===== src/rtl/quad_gray_pkg.sv =====
`default_nettype none
// +----------------------------------------------------------------------------+
// | quad_gray_pkg                                                              |
// | Gray code constants, FSM encoding and step classifier for quad_gray_decoder|
// | Rev 1.0 - initial release                                                  |
// +----------------------------------------------------------------------------+
package quad_gray_pkg;

    localparam logic [1:0] G0 = 2'b00;
    localparam logic [1:0] G1 = 2'b01;
    localparam logic [1:0] G2 = 2'b11;
    localparam logic [1:0] G3 = 2'b10;

    typedef enum logic [0:0] {
        PRIME = 1'b0,
        TRACK = 1'b1
    } state_t;

    typedef enum logic [1:0] {
        NONE    = 2'd0,
        UP      = 2'd1,
        DOWN    = 2'd2,
        ILLEGAL = 2'd3
    } step_t;

    // Position of a Gray code within the 4-step cycle.
    function automatic logic [1:0] gray_pos(input logic [1:0] g);
        logic [1:0] p;
        p = 2'd0;
        case (g)
            G0:      p = 2'd0;
            G1:      p = 2'd1;
            G2:      p = 2'd2;
            G3:      p = 2'd3;
            default: p = 2'd0;
        endcase
        return p;
    endfunction

    // Positional difference mod 4: +1 up, -1 down, 2 is a two-bit jump.
    function automatic step_t gray_step(input logic [1:0] prev, input logic [1:0] cur);
        logic [1:0] d;
        step_t      cls;
        d   = gray_pos(cur) - gray_pos(prev);
        cls = NONE;
        case (d)
            2'd0:    cls = NONE;
            2'd1:    cls = UP;
            2'd3:    cls = DOWN;
            default: cls = ILLEGAL;
        endcase
        return cls;
    endfunction

endpackage
`default_nettype wire


===== src/rtl/gray_sync.sv =====
`default_nettype none
// +----------------------------------------------------------------------------+
// | gray_sync                                                                  |
// | SYNC_STAGES-deep 2-bit synchroniser; GLITCH_FILTER_EN adds a hold filter.  |
// | Rev 1.0 - initial release                                                  |
// +----------------------------------------------------------------------------+
module gray_sync
    import quad_gray_pkg::*;
#(
    parameter int SYNC_STAGES = 2
) (
    input  logic       clk,
    input  logic       rst,
    input  logic [1:0] in,
    output logic [1:0] out
);

    logic [1:0] r_sync [SYNC_STAGES];
    logic [1:0] w_sync_out;

    always_ff @(posedge clk) begin
        if (rst) begin
            for (int i = 0; i < SYNC_STAGES; i++) begin
                r_sync[i] <= G0;
            end
        end else begin
            r_sync[0] <= in;
            for (int i = 1; i < SYNC_STAGES; i++) begin
                r_sync[i] <= r_sync[i-1];
            end
        end
    end

    assign w_sync_out = r_sync[SYNC_STAGES-1];

`ifdef GLITCH_FILTER_EN
    logic [1:0] w_pre;
    logic [1:0] r_filt;

    // Accept a new level only once the stage feeding the output agrees with it.
    generate
        if (SYNC_STAGES > 1) begin : g_pre_chain
            assign w_pre = r_sync[SYNC_STAGES-2];
        end else begin : g_pre_in
            assign w_pre = in;
        end
    endgenerate

    always_ff @(posedge clk) begin
        if (rst) begin
            r_filt <= G0;
        end else if (w_sync_out == w_pre) begin
            r_filt <= w_sync_out;
        end
    end

    assign out = r_filt;
`else
    assign out = w_sync_out;
`endif

endmodule
`default_nettype wire


===== src/rtl/quad_gray_decoder.sv =====
`default_nettype none
// +----------------------------------------------------------------------------+
// | quad_gray_decoder                                                          |
// | Gray/quadrature step decoder with wrapping counter and error flags.        |
// | Optional macro GLITCH_FILTER_EN adds a one-cycle glitch filter.            |
// | Rev 1.0 - initial release                                                  |
// +----------------------------------------------------------------------------+
module quad_gray_decoder
    import quad_gray_pkg::*;
#(
    parameter int CNT_W       = 8,
    parameter int SYNC_STAGES = 2
) (
    input  logic             clk,
    input  logic             rst,
    input  logic [1:0]       in,
    input  logic             en,
    input  logic             err_clr,
    output logic [CNT_W-1:0] cnt,
    output logic             step,
    output logic             dir,
    output logic             err,
    output logic             err_sticky
);

    logic [1:0]       w_s;
    step_t            w_cls;
    state_t           r_state;
    logic [1:0]       r_prev;
    logic [CNT_W-1:0] r_cnt;
    logic             r_step;
    logic             r_dir;
    logic             r_err;
    logic             r_sticky;

    gray_sync #(
        .SYNC_STAGES (SYNC_STAGES)
    ) u_sync (
        .clk (clk),
        .rst (rst),
        .in  (in),
        .out (w_s)
    );

    assign w_cls = gray_step(r_prev, w_s);

    always_ff @(posedge clk) begin
        if (rst) begin
            r_state  <= PRIME;
            r_prev   <= G0;
            r_cnt    <= '0;
            r_step   <= 1'b0;
            r_dir    <= 1'b0;
            r_err    <= 1'b0;
            r_sticky <= 1'b0;
        end else begin
            r_step <= 1'b0;
            r_err  <= 1'b0;
            r_prev <= w_s;
            if (err_clr) begin
                r_sticky <= 1'b0;
            end
            case (r_state)
                PRIME: begin
                    r_state <= TRACK;
                end
                TRACK: begin
                    // A new error is assigned after the clear so it wins.
                    case (w_cls)
                        UP: begin
                            if (en) begin
                                r_cnt  <= r_cnt + CNT_W'(1);
                                r_step <= 1'b1;
                                r_dir  <= 1'b1;
                            end
                        end
                        DOWN: begin
                            if (en) begin
                                r_cnt  <= r_cnt - CNT_W'(1);
                                r_step <= 1'b1;
                                r_dir  <= 1'b0;
                            end
                        end
                        ILLEGAL: begin
                            r_err    <= 1'b1;
                            r_sticky <= 1'b1;
                        end
                        default: ;
                    endcase
                end
                default: r_state <= PRIME;
            endcase
        end
    end

    assign cnt        = r_cnt;
    assign step       = r_step;
    assign dir        = r_dir;
    assign err        = r_err;
    assign err_sticky = r_sticky;

endmodule
`default_nettype wire


===== config.mk =====
export PLATFORM = sky130hd
export DESIGN_NAME = quad_gray_decoder
export DESIGN_NICKNAME = d
export VERILOG_FILES = /design/src/rtl/quad_gray_pkg.sv /design/src/rtl/gray_sync.sv /design/src/rtl/quad_gray_decoder.sv
export SDC_FILE = /design/constraint.sdc
export NUM_CORES = 1
export LEC_CHECK = 0
export ABC_AREA = 1
export BUFFER_PORTS_ARGS = -buffer_cell sky130_fd_sc_hd__buf_2
export CORE_ASPECT_RATIO = 1.2
export CORE_MARGIN = 10
export CORE_UTILIZATION = 54
export CTS_BUF_LIST = sky130_fd_sc_hd__clkbuf_8
export CTS_CLUSTER_SIZE = 14
export DETAILED_ROUTE_END_ITERATION = 12
export PLACE_DENSITY_LB_ADDON = 0.2
export SETUP_SLACK_MARGIN = 0.1
export SLEW_MARGIN = 20
export SYNTH_ARGS = -nofsm -noshare
export SYNTH_HDL_FRONTEND = slang
export SYNTH_SLANG_ARGS = --single-unit

===== constraint.sdc =====
create_clock -name clk -period 2.7 [get_ports clk]
set_input_delay 0.405 -clock clk [delete_from_list [all_inputs] [get_ports clk]]
set_output_delay 0.405 -clock clk [all_outputs]
set_load 0.02 [all_outputs]

==> results.sh <==
export IMPL_status="finished clean"
export IMPL_critPathLaunchType="flop"
export IMPL_yosys_warnings=0
export IMPL_fin_skew_ns=0.001930
export IMPL_grt_ovfl_total=0
export IMPL_critical_path_peak_fanout=6
export IMPL_hpwl_um=1958
export IMPL_ios=18
export IMPL_drt_total_wl_um=2579
export IMPL_drv_slew=0
export IMPL_io_buffers=17
export IMPL_grt_pass1_vias=1001
export IMPL_place_congestion=0.9408
export IMPL_criticalPathCategory="reg -> reg"
export IMPL_whs_path_depth=2
export IMPL_htree_levels=1
export IMPL_antenna_found_initial=0
export IMPL_fp_dieH_um=70.61
export IMPL_yosys_area_top_type="dfxtp_1"
export IMPL_setup_violations_final=0
export IMPL_area_delta_synth_final_pct=18.57
export IMPL_drive_gt1_frac=0.2188
export IMPL_core_area_um2=2049
export IMPL_num_fill_cells=193
export IMPL_power_density_nw_per_um2=453.7
export IMPL_dieArea_um2=4390
export IMPL_firstDrtPassIters=4
export IMPL_fin_util=0.6667
export IMPL_synth_distinct_cells=27
export IMPL_r2r_start="u_sync.r_sync[0][2]"
export IMPL_cts_path_max_buffers=2
export IMPL_regArea_um2=382.9
export IMPL_start_util=0.5623
export IMPL_ant_nets=0
export IMPL_grt_max_degree=14
export IMPL_synth_seq_area_share=0.3301
export IMPL_placementRows=18
export IMPL_rsz0062_at_grt="no"
export IMPL_period_share=0.9003
export IMPL_ys_ff_latch=19
export IMPL_fin_hold_ws_ns=0.3437
export IMPL_drv_cap=0
export IMPL_grt_total_usage=0.1121
export IMPL_viasPerCell=4.941
export IMPL_synth_flop_cell="dfxtp_1"
export IMPL_synth_most_common_cell="nand2_1"
export IMPL_ir_drop_v=0.0003258
export IMPL_r2r_cells=21
export IMPL_cts_tree="done"
export IMPL_syn_area_per_cell_um2=6.859
export IMPL_fin_crit_ns=2.431
export IMPL_min_from="err_clr"
export IMPL_num_antenna_cells=0
export IMPL_fmax_mhz=411.4
export IMPL_r2r_slack_ns=0.27
export IMPL_fin_nets=207
export IMPL_fp_dieW_um=62.17
export IMPL_synth_top_area_frac=0.3301
export IMPL_worstMarginPinSlew_ns=0.5438
export IMPL_vias=1097
export IMPL_synthArstFlopShare=0
export IMPL_cp_arrival_ns=2.59
export IMPL_wl_per_cell_um=11.62
export IMPL_synthCells=168
export IMPL_leakage_nw=0.7004
export IMPL_synth_fp_nets=182
export IMPL_synthTopCellsByArea="dfxtp_1, nand2_1, inv_1"
export IMPL_ys_top_cells_by_count="nand2_1, inv_1, dfxtp_1, nor2_1, nand3_1"
export IMPL_cts_hold_buf=0
export IMPL_cts_buffers=3
export IMPL_hold_class="in -> reg"
export IMPL_synth_edff_count=0
export IMPL_clock_sinks=19
export IMPL_relSlewSlack=0.6327
export IMPL_path_clk_slew_ns=0.07
export IMPL_hold_violations=0
export IMPL_end_kind="flop"
export IMPL_drt_initial_drc_count=23
export IMPL_multi_input_area_um2=658.1
export IMPL_setup_tns_ns=0
export IMPL_worstSkewPairLatency_ns=0.25
export IMPL_clockRootBuffer="clkbuf_8"
export IMPL_syn_cell_area_um2=1152
export IMPL_min_to="err_sticky"
export IMPL_cp_required_ns=2.86
export IMPL_drc=0
export IMPL_grt_pass1_wl_um=4209
export IMPL_reg2reg_to="cnt[6]"
-- worst max path at each step --
| stage | to | cells past startpoint | slack [ns] | from |
|---|---|---|---|---|
| finish | cnt[6] | 21 | 0.27 | u_sync.r_sync[0][2] |
| global route | cnt[6] | 21 | 0.06 | u_sync.r_sync[0][2] |
| CTS | cnt[6] | 18 | 0.18 | u_sync.r_sync[0][3] |
| detailed placement | cnt[6] | 18 | 0.21 | u_sync.r_sync[0][3] |
| global placement | cnt[6] | 21 | 0.32 | u_sync.r_sync[0][2] |
| floorplan | cnt[6] | 18 | 0.39 | u_sync.r_sync[0][3] |
-- repair_timing --
action,in CTS,in global routing
buffers inserted,0,4
setup endpoints to repair,0,4
gates resized for setup,0,5
-- metrics by stage --
stage	instances	instance area [um^2]	worst slack, ns	power (mW)
finish	222	1366	0.2692	0.6198
detailed placement	214	1275	0.2132	0.4216
global route	222	1366	0.06095	0.6538
global placement	214	1275	0.3160	0.4181
CTS	218	1320	0.1841	0.6111
floorplan	168	1152	0.3851	0.3894
-- worst max-delay path, cell delays in order, from the launching register on --
cell     delay, ns
dfxtp_2       0.33
inv_1         0.06
ha_1          0.27
inv_1         0.04
ha_1          0.21
inv_1         0.08
nand3_1       0.10
nand2_1       0.09
nand2_1       0.08
nand2_4       0.12
nand3_4       0.09
nand2_2       0.10
inv_1         0.04
ha_1          0.17
inv_1         0.05
nand2_1       0.08
nand4_1       0.14
nand2_1       0.07
nand2_1       0.07
nand3_1       0.06
nand2_1       0.07
inv_1         0.03
-- logic make-up (layout without fill, tap and decap cells) --
group / Yosys count / count (layout) / synth area share
flip-flops: 19 / 19 / 0.3301
adder cells (fa/ha/maj): 8 / 8 / 0.08687
AO/OA/AOI/OAI: 24 / 24 / 0.1292
buffers and inverters: 33 / 57 / 0.1075
XOR/XNOR: 2 / 2 / 0.01520
AND/OR/NAND/NOR: 82 / 82 / 0.3312
-- sequential cells by signal, summed over array words and instances (netlist names) --
name           flops
err                1
r_prev             2
step               1
dir                1
err_sticky         1
u_sync.r_sync      4
r_state            1
cnt                8
-- routing by layer --
layer / wire length, um / up-vias / GRT usage
met5: 0 / - / 0
met1: 1112 / 491 / 0.1187
met3: 122 / 4 / 0.02992
li1: - / 580 / -
met4: 27 / 0 / 0.04326
met2: 1316 / 22 / 0.2055
-- power breakdown --
group	leakage [nW]	total [mW]	switching, mW	internal, mW
registers	0.156	0.307	0.0131	0.294
clock network	0.0269	0.193	0.0917	0.101
logic	0.517	0.120	0.0766	0.0436
total	0.700	0.620	0.182	0.438
-- placed cells by master (no fill, tap or decap), types with 2 or more instances in the layout --
cell	Yosys	final
nand2_2	4	5
buf_2	0	17
clkbuf_8	0	3
nand2_1	37	36
nor2_1	17	17
ha_1	8	8
dfxtp_1	19	17
o21ai_0	7	7
inv_1	28	29
buf_4	0	5
nand3_4	1	2
o41ai_1	3	3
nand3_1	16	16
nand4_1	2	2
a21oi_1	8	8
dfxtp_2	0	2
-- area by class of cell --
class	count	share of cell area
Timing Repair Buffer	22	0.08974
Clock buffer	3	0.03022
Clock inverter	1	0.002747
Multi-Input combinational cell	116	0.4817
Tap cell	30	0.02747
Sequential cell	19	0.2802
Inverter	31	0.08791
Note: power is estimated with default switching activity, not from simulation.
